## src/rtl/fifo_pkg.sv

```systemverilog
// ---------------------------------------------------------------------------
// fifo_pkg
// Definitions shared by the write-side and read-side FIFO controllers:
//   - default geometry (DEF_DEPTH address bits, DEF_WIDTH data bits)
//   - default almost-full level
//   - write-side debug state encoding
//   - binary <-> Gray conversion helpers
// The helpers operate on a fixed 32-bit word. Callers zero-extend their
// pointer into the helper and cast the result back to the pointer width.
// Zero-extension is harmless because the upper bits stay zero in both
// directions.
// ---------------------------------------------------------------------------
package fifo_pkg;

   localparam int DEF_DEPTH     = 7;
   localparam int DEF_WIDTH     = 8;
   localparam int DEF_AF_THRESH = 120;
   localparam int PTR_MAX       = 32;

   typedef enum logic [1:0] {
      ST_IDLE  = 2'b00,
      ST_WRITE = 2'b01,
      ST_STALL = 2'b11
   } wr_state_e;

   function automatic logic [PTR_MAX-1:0] bin2gray(input logic [PTR_MAX-1:0] b);
      return b ^ (b >> 1);
   endfunction

   // Each binary bit is the XOR of every Gray bit at or above it.
   function automatic logic [PTR_MAX-1:0] gray2bin(input logic [PTR_MAX-1:0] g);
      logic [PTR_MAX-1:0] b;
      b[PTR_MAX-1] = g[PTR_MAX-1];
      for (int i = PTR_MAX - 2; i >= 0; i--) begin
         b[i] = b[i+1] ^ g[i];
      end
      return b;
   endfunction

endpackage

```

## src/rtl/write_logic_ctrl_if.sv

```systemverilog
// ---------------------------------------------------------------------------
// write_logic_ctrl_if
// Bundles the producer request and the RAM write port of the FIFO write side.
//   insert       producer -> controller   write request
//   wr_data      producer -> controller   data accompanying insert
//   write_addr   controller -> RAM        write address
//   mem_wdata    controller -> RAM        write data
//   write_enable controller -> RAM        one strobe per accepted word
// The master modport is the producer/RAM side.
// The slave modport is the write controller.
// ---------------------------------------------------------------------------
interface write_logic_ctrl_if
   import fifo_pkg::*;
#(
   parameter int DEPTH = DEF_DEPTH,
   parameter int WIDTH = DEF_WIDTH
);
   logic             insert;
   logic [WIDTH-1:0] wr_data;
   logic [DEPTH-1:0] write_addr;
   logic [WIDTH-1:0] mem_wdata;
   logic             write_enable;

   modport master (
      output insert, wr_data,
      input  write_addr, mem_wdata, write_enable
   );

   modport slave (
      input  insert, wr_data,
      output write_addr, mem_wdata, write_enable
   );
endinterface

```

## src/rtl/ptr_sync_2ff.sv

```systemverilog
// ---------------------------------------------------------------------------
// ptr_sync_2ff
// Two-flop synchroniser for a Gray-coded pointer crossing into this domain.
// It is used on both the write side and the read side of the FIFO.
//   clk    destination-domain clock, rising edge
//   rst_n  asynchronous active-low reset (clears both stages)
//   clr    synchronous clear, same effect as reset on the next edge
//   d_i    pointer from the other clock domain (unsynchronised)
//   q_o    pointer after two destination-domain flops
// ---------------------------------------------------------------------------
module ptr_sync_2ff #(
   parameter int W = 8
) (
   input  logic         clk,
   input  logic         rst_n,
   input  logic         clr,
   input  logic [W-1:0] d_i,
   output logic [W-1:0] q_o
);

   logic [W-1:0] rq1_q, rq1_d;
   logic [W-1:0] rq2_q, rq2_d;

   always_comb begin
      rq1_d = clr ? '0 : d_i;
      rq2_d = clr ? '0 : rq1_q;
   end

   always_ff @(posedge clk or negedge rst_n) begin
      if (!rst_n) begin
         rq1_q <= '0;
         rq2_q <= '0;
      end else begin
         rq1_q <= rq1_d;
         rq2_q <= rq2_d;
      end
   end

   assign q_o = rq2_q;

endmodule

```

## src/rtl/write_logic_ctrl.sv

```systemverilog
// ---------------------------------------------------------------------------
// write_logic_ctrl
// Producer end of the asynchronous FIFO.
// It accepts insert requests and drives the dual-port RAM write port.
// It keeps the binary and Gray write pointers, synchronises the read-side
// Gray pointer, and reports full, almost_full, sticky overflow and occupancy.
//   clk_out      write-domain clock
//   reset        asynchronous active-low reset
//   syn_flush    synchronous flush (reset-equivalent on next edge, beats insert)
//   wr_if        slave: insert/wr_data in, write_addr/mem_wdata/write_enable out
//   rptr_gray    read pointer (Gray) from the read clock domain
//   wptr         binary write pointer
//   wptr_gray    registered Gray write pointer for the read-side synchroniser
//   full         no free entry
//   almost_full  occupancy >= AF_THRESH
//   overflow     sticky: insert attempted while full
//   wr_count     write-side occupancy; lags read-side removals by 2-3 cycles
// ---------------------------------------------------------------------------
module write_logic_ctrl
   import fifo_pkg::*;
#(
   parameter int DEPTH     = DEF_DEPTH,
   parameter int WIDTH     = DEF_WIDTH,
   parameter int AF_THRESH = DEF_AF_THRESH
) (
   input  logic               clk_out,
   input  logic               reset,
   input  logic               syn_flush,
   write_logic_ctrl_if.slave  wr_if,
   input  logic [DEPTH:0]     rptr_gray,
   output logic [DEPTH:0]     wptr,
   output logic [DEPTH:0]     wptr_gray,
   output logic               full,
   output logic               almost_full,
   output logic               overflow,
   output logic [DEPTH:0]     wr_count
);

   localparam int PW = DEPTH + 1;

   logic [DEPTH:0] rq2;
   logic [DEPTH:0] rbin;

   logic [DEPTH:0]   wptr_q, wptr_d;
   logic [DEPTH:0]   wptr_gray_q, wptr_gray_d;
   logic [DEPTH-1:0] write_addr_q, write_addr_d;
   logic [WIDTH-1:0] mem_wdata_q, mem_wdata_d;
   logic             write_enable_q, write_enable_d;
   logic             full_q, full_d;
   logic             almost_full_q, almost_full_d;
   logic             overflow_q, overflow_d;
   wr_state_e        state_q, state_d;

   logic             accepted;
   logic [DEPTH:0]   count_next;

   ptr_sync_2ff #(.W(PW)) u_rptr_sync (
      .clk   (clk_out),
      .rst_n (reset),
      .clr   (syn_flush),
      .d_i   (rptr_gray),
      .q_o   (rq2)
   );

   assign rbin = PW'(gray2bin(PTR_MAX'(rq2)));

   // Datapath next-state
   always_comb begin
      accepted       = wr_if.insert & ~full_q;

      wptr_d         = wptr_q;
      write_addr_d   = write_addr_q;
      mem_wdata_d    = mem_wdata_q;
      write_enable_d = 1'b0;

      if (accepted) begin
         wptr_d         = wptr_q + 1'b1;
         write_addr_d   = wptr_q[DEPTH-1:0];
         mem_wdata_d    = wr_if.wr_data;
         write_enable_d = 1'b1;
      end

      wptr_gray_d = PW'(bin2gray(PTR_MAX'(wptr_d)));

      // Full and almost-full are computed from the post-edge pointer.
      // As a result, full rises on the same edge that fills the last slot.
      // No later insert can slip in while full is set.
      count_next    = wptr_d - rbin;
      full_d        = (wptr_d[DEPTH] != rbin[DEPTH]) &&
                      (wptr_d[DEPTH-1:0] == rbin[DEPTH-1:0]);
      almost_full_d = (count_next >= PW'(AF_THRESH));

      overflow_d    = overflow_q | (wr_if.insert & full_q);

      if (syn_flush) begin
         wptr_d         = '0;
         wptr_gray_d    = '0;
         write_addr_d   = '0;
         mem_wdata_d    = '0;
         write_enable_d = 1'b0;
         full_d         = 1'b0;
         almost_full_d  = 1'b0;
         overflow_d     = 1'b0;
      end
   end

   // Debug-only state tracking: the datapath never looks at it
   always_comb begin
      state_d = ST_IDLE;
      case (state_q)
         ST_IDLE: begin
            if (accepted)          state_d = ST_WRITE;
            else if (wr_if.insert) state_d = ST_STALL;
            else                   state_d = ST_IDLE;
         end
         ST_WRITE: begin
            if (accepted)    state_d = ST_WRITE;
            else if (full_q) state_d = ST_STALL;
            else             state_d = ST_IDLE;
         end
         ST_STALL: begin
            if (!full_q) state_d = wr_if.insert ? ST_WRITE : ST_IDLE;
            else         state_d = ST_STALL;
         end
         default: state_d = ST_IDLE;
      endcase
      if (syn_flush) state_d = ST_IDLE;
   end

   always_ff @(posedge clk_out or negedge reset) begin
      if (!reset) begin
         wptr_q         <= '0;
         wptr_gray_q    <= '0;
         write_addr_q   <= '0;
         mem_wdata_q    <= '0;
         write_enable_q <= 1'b0;
         full_q         <= 1'b0;
         almost_full_q  <= 1'b0;
         overflow_q     <= 1'b0;
         state_q        <= ST_IDLE;
      end else begin
         wptr_q         <= wptr_d;
         wptr_gray_q    <= wptr_gray_d;
         write_addr_q   <= write_addr_d;
         mem_wdata_q    <= mem_wdata_d;
         write_enable_q <= write_enable_d;
         full_q         <= full_d;
         almost_full_q  <= almost_full_d;
         overflow_q     <= overflow_d;
         state_q        <= state_d;
      end
   end

   assign wr_if.write_addr   = write_addr_q;
   assign wr_if.mem_wdata    = mem_wdata_q;
   assign wr_if.write_enable = write_enable_q;
   assign wptr               = wptr_q;
   assign wptr_gray          = wptr_gray_q;
   assign full               = full_q;
   assign almost_full        = almost_full_q;
   assign overflow           = overflow_q;
   assign wr_count           = wptr_q - rbin;

endmodule

```

## src/flat_wrapper.sv

```systemverilog
// flat-port wrapper written by rule: the top's interface ports become plain ports
module write_logic_ctrl_flat import fifo_pkg::*;
#(
   parameter int DEPTH     = DEF_DEPTH,
   parameter int WIDTH     = DEF_WIDTH,
   parameter int AF_THRESH = DEF_AF_THRESH
)
  (clk_out, reset, syn_flush, rptr_gray, wptr, wptr_gray, full, almost_full, overflow, wr_count, wr_if_insert, wr_if_wr_data, wr_if_write_addr, wr_if_mem_wdata, wr_if_write_enable);
  write_logic_ctrl_if #(.DEPTH(DEPTH), .WIDTH(WIDTH)) wr_if_i ();
  input  logic clk_out;
  input  logic reset;
  input  logic syn_flush;
  input  logic [DEPTH:0] rptr_gray;
  output logic [DEPTH:0] wptr;
  output logic [DEPTH:0] wptr_gray;
  output logic full;
  output logic almost_full;
  output logic overflow;
  output logic [DEPTH:0] wr_count;
  input wire logic [$bits(wr_if_i.insert)-1:0] wr_if_insert;
  input wire logic [$bits(wr_if_i.wr_data)-1:0] wr_if_wr_data;
  output wire logic [$bits(wr_if_i.write_addr)-1:0] wr_if_write_addr;
  output wire logic [$bits(wr_if_i.mem_wdata)-1:0] wr_if_mem_wdata;
  output wire logic [$bits(wr_if_i.write_enable)-1:0] wr_if_write_enable;
  assign wr_if_i.insert = wr_if_insert;
  assign wr_if_i.wr_data = wr_if_wr_data;
  assign wr_if_write_addr = wr_if_i.write_addr;
  assign wr_if_mem_wdata = wr_if_i.mem_wdata;
  assign wr_if_write_enable = wr_if_i.write_enable;
  write_logic_ctrl #(.DEPTH(DEPTH), .WIDTH(WIDTH), .AF_THRESH(AF_THRESH)) u_core (.clk_out(clk_out), .reset(reset), .syn_flush(syn_flush), .wr_if(wr_if_i), .rptr_gray(rptr_gray), .wptr(wptr), .wptr_gray(wptr_gray), .full(full), .almost_full(almost_full), .overflow(overflow), .wr_count(wr_count));
endmodule
```

## config.mk

```make
export PLATFORM = sky130hd
export DESIGN_NAME = write_logic_ctrl_flat
export DESIGN_NICKNAME = d
export VERILOG_FILES = /design/src/rtl/fifo_pkg.sv /design/src/rtl/write_logic_ctrl_if.sv /design/src/rtl/ptr_sync_2ff.sv /design/src/rtl/write_logic_ctrl.sv /design/src/flat_wrapper.sv
export SDC_FILE = /design/constraint.sdc
export NUM_CORES = 1
export LEC_CHECK = 0
export CORE_ASPECT_RATIO = 1.4
export CORE_MARGIN = 2
export CORE_UTILIZATION = 44
export DETAILED_ROUTE_END_ITERATION = 6
export GPL_ROUTABILITY_DRIVEN = 1
export PLACE_DENSITY = 0.78
export SYNTH_ARGS = -nofsm -noshare
export SYNTH_HDL_FRONTEND = slang
export SYNTH_SLANG_ARGS = --single-unit
```

## constraint.sdc

```tcl
create_clock -name clk_out -period 9.45 [get_ports clk_out]
set_clock_uncertainty 0.05 [all_clocks]
set_input_delay 0.945 -clock clk_out [delete_from_list [all_inputs] [get_ports clk_out]]
set_output_delay 0.945 -clock clk_out [all_outputs]
set_load 0.01 [all_outputs]
```

==> run metrics <==
I/O Pins=63; core area=6170 µm²; via count=2139; drt wl/cell=14.2 µm; nets=374; Primary FF master, synth=dfrtp_1; Post-Syn Nets=318; I/O Buffers=62; H-tree level count=2; Worst Max-Slew Pin Slew=913 ps; gr ovfl total=0; vias per cell=5.14; antenna-violating nets left=0; setup TNS=0 ps; Max Slew Vio Count=0; area leader, netlist=dfrtp_1; initial antenna violation count=0; Setup Buffers After CTS=0; CTS max path bufs=2; Post-Synth Adder-Cell Area=5.74%; worst r2r src=u_core.u_rptr_sync.q_o[7]$_DFF_PN0_; number of synthesis warnings=0; clock-pin slew on the worst setup and hold paths=80 ps; Final setup viols=0; dpl ws=4190 ps; largest cells by area after synthesis=dfrtp_1 (45%), xnor2_1 (9.7%), nand2_1 (5.2%); Post-Synth Simple-Gate Area=17.0%; leakage=1.56 nW; Power per Cell Area=159 nW/µm²; commonest non-fill, non-tap cell in the layout=clkdlybuf4s50_1; worst reg2reg path endpoint=u_core.almost_full$_DFF_PN0_; post-synthesis xor/xnor area fraction=15.5%; Residual DRC=0; Startpoint Class=flop; Die X-Extent=71.3 µm; Distinct cells, synth=45; EDFF count, synth=0; first-pass GRT wire length=10100 µm; Post-Syn Instances=287; largest family of logic cells by synthesized area=simple AND/OR/NAND/NOR gates; Synth Area in Compound Gates=11.6%; largest net degree at the start of global routing=52; met3 Use GR=3.10%; synthesized area=2790 µm²; worst min-delay path class=flop to flop; Area Overhead vs Synth=27.9%; CP max FO=6; TritonCTS clock tree=done; Fin. Hold Viols=0; Max-cap violations=0; RePlAce Congestion=0.923; CP Class=flop to primary output; r2r setup slk=5900 ps; # rows=34; Worst EP arrival=4600 ps; Synth Area per Inst=9.72 µm²; met2 GRT Util=34.0%; RSZ-0062 raised after global routing=no; drt first pass iters=4; Hold EP=u_core.u_rptr_sync.q_o[1]$_DFF_PN0_; Hold Buf Count CTS=0; total track usage=18.3%; Peak Freq=179 MHz; VDD IR max=0.0935 mV; Sink Count=50; Power Total=0.566 mW; Area after DPL=3440 µm²; Critical Path RT=8460 ps; clk_lat worst skew=310 ps; most frequent cells in the layout=clkdlybuf4s50_1 (60), dfrtp_1 (50), nand2_1 (39); fin crit share=59.2%; M1 GR Usage=20.4%; Setup crit end kind=primary output; mux share of post-synthesis cell area=1.12%; finished layout cell area=3570 µm²; TritonCTS buffer count=5; Tmin final=5600 ps; vias in the first global route=2135; CTS resizes=0; Clock Tree Root=clkbuf_8; DP Wirelength=4330 µm; Yosys top cell area share=44.9%; chip height=98.2 µm; worst-case reg-to-reg path depth=13; layout cell share with drive strength beyond 1=6.69%; ant diodes=0; DR iter-0 viols=85; status=complete, no violations; Hold Path Origin=u_core.u_rptr_sync.rq1_q[1]$_DFF_PN0_; Setup WS post-layout=3850 ps; crit path from=u_core.u_rptr_sync.q_o[7]$_DFF_PN0_; die footprint=7000 µm²; final WL=5910 µm; post-synthesis sequential area ratio=44.9%; relative slew slack=38.7%; Top Usage Layer GRT=met2; Initial Utilization=45.2%; fraction of registers with async set/reset=100%; Seq cells post-synth=50; WHS Path Cells=1
==> flip-flops by register name (all words and copies together), names as in the netlist, 7 cells and up <==
signal                    count
u_core.u_rptr_sync.rq1_q      8
u_core.wptr                   7
u_core.wptr_gray              8
u_core.wr_if.write_addr       7
u_core.u_rptr_sync.q_o        8
u_core.wr_if.mem_wdata        8
==> cell usage after synthesis, types with 3 or more instances <==
cell type and count:
xnor2_1 31, nor2b_1 18, ha_1 11, nand2b_1 3, nor3_1 4, a21oi_1 23
dfrtp_1 50, nand2_1 39, clkbuf_1 13, nor2_1 25, a211oi_1 4, inv_1 15
xor2_1 10
==> how the worst max path moves through the flow <==
stage                        to  slack [ps]  cells after the start
floorplan           wr_count[6]        4970                     14
global placement    wr_count[6]        4320                     15
detailed placement  wr_count[6]        4190                     15
CTS                 wr_count[6]        3830                     15
global route        wr_count[6]        3550                     15
finish              wr_count[6]        3850                     15
==> routing by layer <==
| layer | wire length [µm] | up-vias | share of wire (%) |
|---|---|---|---|
| met4 | 121 | 0 | 2.0 |
| met5 | 0 | - | 0 |
| met2 | 3240 | 52 | 55 |
| li1 | - | 1049 | - |
| met3 | 220 | 11 | 3.7 |
| met1 | 2330 | 1027 | 39 |
==> through the flow <==
step / hold slack [ps] / utilization (%) / instances
after floorplan: 389 / - / 287
after detailed placement: 399 / 55.8 / 408
after global placement: 394 / 55.8 / 408
after CTS: 420 / 57.8 / 416
final: 417 / 57.8 / 416
after global routing: 430 / 57.8 / 416
==> report_power, final <==
part | switching (mW) | internal, mW
combinational | 0.0867 | 0.0921
clock | 0.0719 | 0.0871
sequential | 0.00615 | 0.222
==> critical path, cell delays in order (launching register included) <==
cell and delay (ps):
dfrtp_1 430, xor3_2 520, xnor3_2 310, xnor2_1 480, xnor2_1 210, ha_1 210
inv_1 60, ha_1 190, a21o_1 180, a21oi_1 150, nor2_1 60, a311o_1 330
maj3_2 330, a21oi_2 160, xnor2_1 130, clkdlybuf4s50_1 550
==> logic make-up after synthesis <==
kind of cell | after synthesis
buffers and inverters | 30
muxes | 3
xor gates and xnor gates | 44
AOI/OAI and AO/OA | 46
DFF | 50
and+or+nand+nor | 101
adders and majority gates | 13
==> layout make-up <==
type	count	area, µm²
clock buffers	6	82.6
clock inverters	2	38.8
fillers	525	2600
inverters	15	56.3
multi-input cells	207	1420
flip-flops and latches	50	1250
well taps	72	90.1
repair buffers	64	626
No activity file was read; power rests on OpenSTA's default activity.
==> RTL edit 1 (config.mk and constraints unchanged) <==
Put a register stage on the output `wr_count`, without a reset. The value now appears one clock later. The other outputs are not delayed to match. Comments in the files are not updated.
--- a/src/rtl/write_logic_ctrl.sv
+++ b/src/rtl/write_logic_ctrl.sv
@@ -159,7 +159,9 @@
    assign full               = full_q;
    assign almost_full        = almost_full_q;
    assign overflow           = overflow_q;
-   assign wr_count           = wptr_q - rbin;
+   always_ff @(posedge clk_out) begin
+      wr_count <= wptr_q - rbin;
+   end
 
 endmodule
 
Formal check against the unedited RTL: not equivalent (Yosys sat finds a counterexample within 4 cycles, from zero or initial values and one cycle with reset low).
==> RTL edit 1 against the original RTL <==
Area after synthesis grew 8.7%; global-route usage grew 0.38 points; final area grew 9.4%; utilization grew 1.2 points; sequential cell count grew 8; total power grew 22%; routed wire length grew 10%; register-to-register slack lost 360 ps; worst setup slack gained 1400 ps; clock power grew 45%; critical path type is now input port to flip-flop; highest routed layer unchanged.
==> RTL edit 1: results <==
group,metric,value,unit
outcome,outcome,"complete, no violations",
cts,h-tree-depth,3,
layout,final_nets,394,
synthesis,synth_xor_area_share,15.6,%
cts,cts.path.max_buffers,2,
synthesis,muxShareOfSynthArea,0.660,%
synthesis,yosysSeqAreaShare,46.5,%
worst_setup_path,slowest_stage,"nor2b_1",
synthesis,syn-num-nets,336,
layout,fill_cells,567,
synthesis,synth_adder_area_share,5.20,%
synthesis,synth.yosys.warnings,0,
synthesis,netlist_instances,305,
power_and_ir_drop,p_leak,1.65,nW
route,vias,2309,
cts,numCtsBuffers,9,
worst_setup_path,worstPathMaxFanout,15,
layout,final_layout_size_suffix_gt1_share,8.70,%
global_routing,grt_pass1_wl,10600,um
route,viasPerCell,5.02,
worst_setup_path,arrival,4370,ps
route,drt_iter0_drc,154,
global_routing,grt_pass1_vias,2246,
global_routing,grt_max_degree,52,
placed_design,pre_cts_ws,4890,ps
placed_design,dpl.hpwl,4640,um
worst_setup_path,max_stage_delay,900,ps
synthesis,synth_cell_types,51,
synthesis,synthTopCellsByArea,"dfrtp_1 (41%), xnor2_1 (9.2%), dfxtp_1 (5.3%), nand2_1 (5.1%), ha_1 (4.5%)",
global_routing,grt_use_total,18.6,%
synthesis,postSynth.asyncResetShare,86.2,%
placed_design,dp_cells,444,
sta,max_freq,0.236,GHz
worst_setup_path,r2r_setup_slack,5540,ps
synthesis,synth_commonest_cells,"dfrtp_1 (50), nand2_1 (41), xnor2_1 (32)",
cts,clk_latency,340,ps
sta,slew_headroom,25.7,%
power_and_ir_drop,ir_drop,0.0783,mV
synthesis,synth_compound_area_share,10.4,%
placed_design,gp_routability_congestion,0.861,
route,avgRoutedWirePerCell,14.2,um
-- RTL edit 1: cell types whose count changed after synthesis, sizes merged, moves of 4 or more --
cell	before	now
a211oi	4	0
dfxtp	0	8
xnor2	31	35
nand3	1	5
o21ai	1	6
inv	15	10
-- RTL edit 1: final cells by class --
| cell class | instances | area (um^2) | area share [%] |
|---|---|---|---|
| flip-flops and latches | 58 | 1410 | 36.2 |
| inverters | 10 | 37.5 | 0.962 |
| repair buffers | 62 | 611 | 15.7 |
| clock buffers | 10 | 138 | 3.53 |
| well taps | 92 | 115 | 2.95 |
| clock inverters | 6 | 63.8 | 1.64 |
| multi-input cells | 222 | 1520 | 39.1 |
-- RTL edit 1: per-stage QoR --
stage,hold WS [ps],cell area (um^2),util (%)
after floorplan,389,3030,-
after global placement,393,3700,55.9
after detailed placement,398,3700,55.9
after CTS,413,3900,59.0
after global routing,434,3900,59.0
final,410,3900,59.0
-- RTL edit 1: path summary, 6_finish.rpt --
path | from | to | depth (start not counted)
worst max-delay path | wr_if_insert | u_core.almost_full$_DFF_PN0_ | 10
worst min-delay path | u_core.u_rptr_sync.rq1_q[4]$_DFF_PN0_ | u_core.u_rptr_sync.q_o[4]$_DFF_PN0_ | 1
worst max register to register | u_core.u_rptr_sync.q_o[7]$_DFF_PN0_ | u_core.wr_count[6]$_DFF_P_ | 15
worst min register to register | u_core.u_rptr_sync.rq1_q[4]$_DFF_PN0_ | u_core.u_rptr_sync.q_o[4]$_DFF_PN0_ | 1
max in group asynchronous | reset | u_core.wr_if.write_enable$_DFF_PN0_ | 1
min in group asynchronous | reset | u_core.overflow$_DFF_PN0_ | 1
-- RTL edit 1: critical path, delay by kind of cell --
family | cells | cell delay, ps
adder cells (fa/ha/maj) | 1 | 280
AND/OR/NAND/NOR | 1 | 900
XOR/XNOR | 2 | 470
AO/OA/AOI/OAI | 5 | 1200
buffers and inverters | 1 | 570
-- RTL edit 1: layer usage --
metal | wire length, um | vias to the layer above | share of wire [%] | track usage [%]
li1 | - | 1128 | - | -
met1 | 2610 | 1117 | 40 | 21.4
met2 | 3530 | 49 | 54 | 32.3
met3 | 175 | 15 | 2.7 | 3.75
met4 | 195 | 0 | 3.0 | 9.79
met5 | 0 | - | 0 | 0
-- RTL edit 1: kinds of logic (layout without fill, tap and decap cells) --
group / count (synthesis) / after routing
fa+ha+maj: 13 / 13
buf+inv: 25 / 88
xor+xnor: 45 / 45
simple gates: 114 / 114
flops: 58 / 58
compound gates: 48 / 48
mux: 2 / 2
-- RTL edit 1: power by group --
group	total (mW)	internal [mW]	switching, mW
Clock	0.230	0.129	0.102
Combinational	0.180	0.0936	0.0862
Sequential	0.281	0.270	0.0103
==> RTL edit 2 (same flow settings) <==
Made on the original files. `DEF_DEPTH`: 7 -> 8.
--- a/src/rtl/fifo_pkg.sv
+++ b/src/rtl/fifo_pkg.sv
@@ -12,7 +12,7 @@
 // ---------------------------------------------------------------------------
 package fifo_pkg;
 
-   localparam int DEF_DEPTH     = 7;
+   localparam int DEF_DEPTH     = 8;
    localparam int DEF_WIDTH     = 8;
    localparam int DEF_AF_THRESH = 120;
    localparam int PTR_MAX       = 32;
Ports: changed (5 resized); port bits go from 63 to 68. The function was not compared with the original's and may differ.
==> RTL edit 2 against the original RTL <==
Total power grew 5.0%; area after synthesis grew 2.3%; worst setup slack lost 320 ps; sequential power grew 9.2%; register-to-register slack lost 480 ps; die area grew 2.2%; sequential cell count grew 5; critical path depth grew 2; fmax shrank 5.4%; routed wire length grew 6.0%; final area grew 3.6%; critical path type unchanged.
==> RTL edit 2: results <==
group,metric,value,unit
outcome,outcome,"complete, no violations",
synthesis,postSynth.asyncResetShare,100,%
global_routing,grt_max_degree,57,
route,drt_iter0_drc,59,
cts,root_buffer,"clkbuf_8",
synthesis,synth_cell_types,37,
synthesis,synthTopCellsByArea,"dfrtp_1 (48%), ha_1 (7.9%), xnor2_1 (6.1%), nand2_1 (5.4%), nor2b_1 (4.6%)",
sta,tightest_slew,951,ps
synthesis,synth_xor_area_share,13.0,%
cts,cts.path.max_buffers,2,
synthesis,muxShareOfSynthArea,0.351,%
placed_design,dpl.hpwl,4590,um
power_and_ir_drop,p_leak,1.72,nW
layout,final_nets,388,
synthesis,synth_commonest_cells,"dfrtp_1 (55), nand2_1 (41), nor2_1 (25)",
route,avgRoutedWirePerCell,14.9,um
global_routing,grt_use_total,18.8,%
placed_design,io_buffers,67,
cts,path_clk_slew,100,ps
worst_setup_path,worstPathMaxFanout,5,
cts,post_cts_buffers,0,
worst_setup_path,slowest_stage,"clkdlybuf4s50_1",
synthesis,synth_compound_area_share,8.81,%
route,first_pass_iters,4,
placed_design,gp_routability_congestion,0.879,
synthesis,yosysSeqAreaShare,48.2,%
layout,final_layout_size_suffix_gt1_share,5.46,%
placed_design,pre_cts_ws,3860,ps
global_routing,grt_pass1_wl,10400,um
power_and_ir_drop,ir_drop,0.107,mV
worst_setup_path,arrival,4920,ps
cts,clk_latency,310,ps
worst_setup_path,critical_path.top_delay_family,"XOR/XNOR gates",
global_routing,grt_pass1_vias,2194,
cts,numCtsBuffers,5,
worst_setup_path,max_stage_delay,570,ps
synthesis,synth.yosys.warnings,0,
global_routing,antenna_found_initial,0,
cts,h-tree-depth,2,
synthesis,netlist_instances,282,
hold_path,hold_path.class,"flip-flop to flip-flop",
layout,fill_cells,540,
placed_design,dp_cells,412,
layout,antennaDiodeCount,0,
layout,final_cell_count_no_fill,420,
synthesis,syn-num-nets,323,
cts,ctsResizeCount,0,
placed_design,placed_area,3570,um^2
synthesis,synth_adder_area_share,9.29,%
route,viasPerCell,5.15,
-- RTL edit 2: cell count changes after synthesis, sizes merged, moves of 4 or more --
| cell | delta |
|---|---|
| clkbuf | -5 |
| dfrtp | +5 |
| ha | +7 |
| nand3 | +4 |
| o21ai | +5 |
| xnor2 | -10 |
-- RTL edit 2: layer usage --
metal	GRT usage [%]	part of all wire [%]	up-vias
met3	3.75	3.7	20
li1	-	-	1044
met2	32.1	52	57
met1	22.4	40	1042
met5	0	0	-
met4	8.85	3.7	0
-- RTL edit 2: worst paths after layout --
check,startpoint,end,slack (ps),cells past startpoint
max,u_core.u_rptr_sync.q_o[8]$_DFF_PN0_,wr_count[8],3530,17
min,u_core.u_rptr_sync.rq1_q[3]$_DFF_PN0_,u_core.u_rptr_sync.q_o[3]$_DFF_PN0_,420,1
max reg2reg,u_core.u_rptr_sync.q_o[8]$_DFF_PN0_,u_core.almost_full$_DFF_PN0_,5420,15
min reg2reg,u_core.u_rptr_sync.rq1_q[3]$_DFF_PN0_,u_core.u_rptr_sync.q_o[3]$_DFF_PN0_,420,1
max in group asynchronous,reset,u_core.wptr[4]$_DFF_PN0_,8210,2
min in group asynchronous,reset,u_core.u_rptr_sync.rq1_q[1]$_DFF_PN0_,700,2
-- RTL edit 2: area by class of cell --
cell class	count	area [um^2]	share of cell area [%]
sequential	55	1380	37.3
inverter	12	45.0	1.22
clock buffer	6	82.6	2.24
tap	72	90.1	2.44
timing repair buffer	69	676	18.3
multi-input combinational	204	1390	37.5
clock inverter	2	38.8	1.05
-- RTL edit 2: logic make-up (layout without fill, tap and decap cells) --
logic type,after synthesis,in the layout
compound gates,43,43
xor+xnor,35,35
fa+ha+maj,20,20
buf+inv,23,89
flops,55,55
mux,1,1
simple gates,105,105
-- RTL edit 2: power breakdown --
part,total [mW],internal [mW],switching (mW)
sequential,0.249,0.244,0.00517
combinational,0.180,0.0913,0.0891
clock,0.165,0.0873,0.0782
total,0.595,0.422,0.172
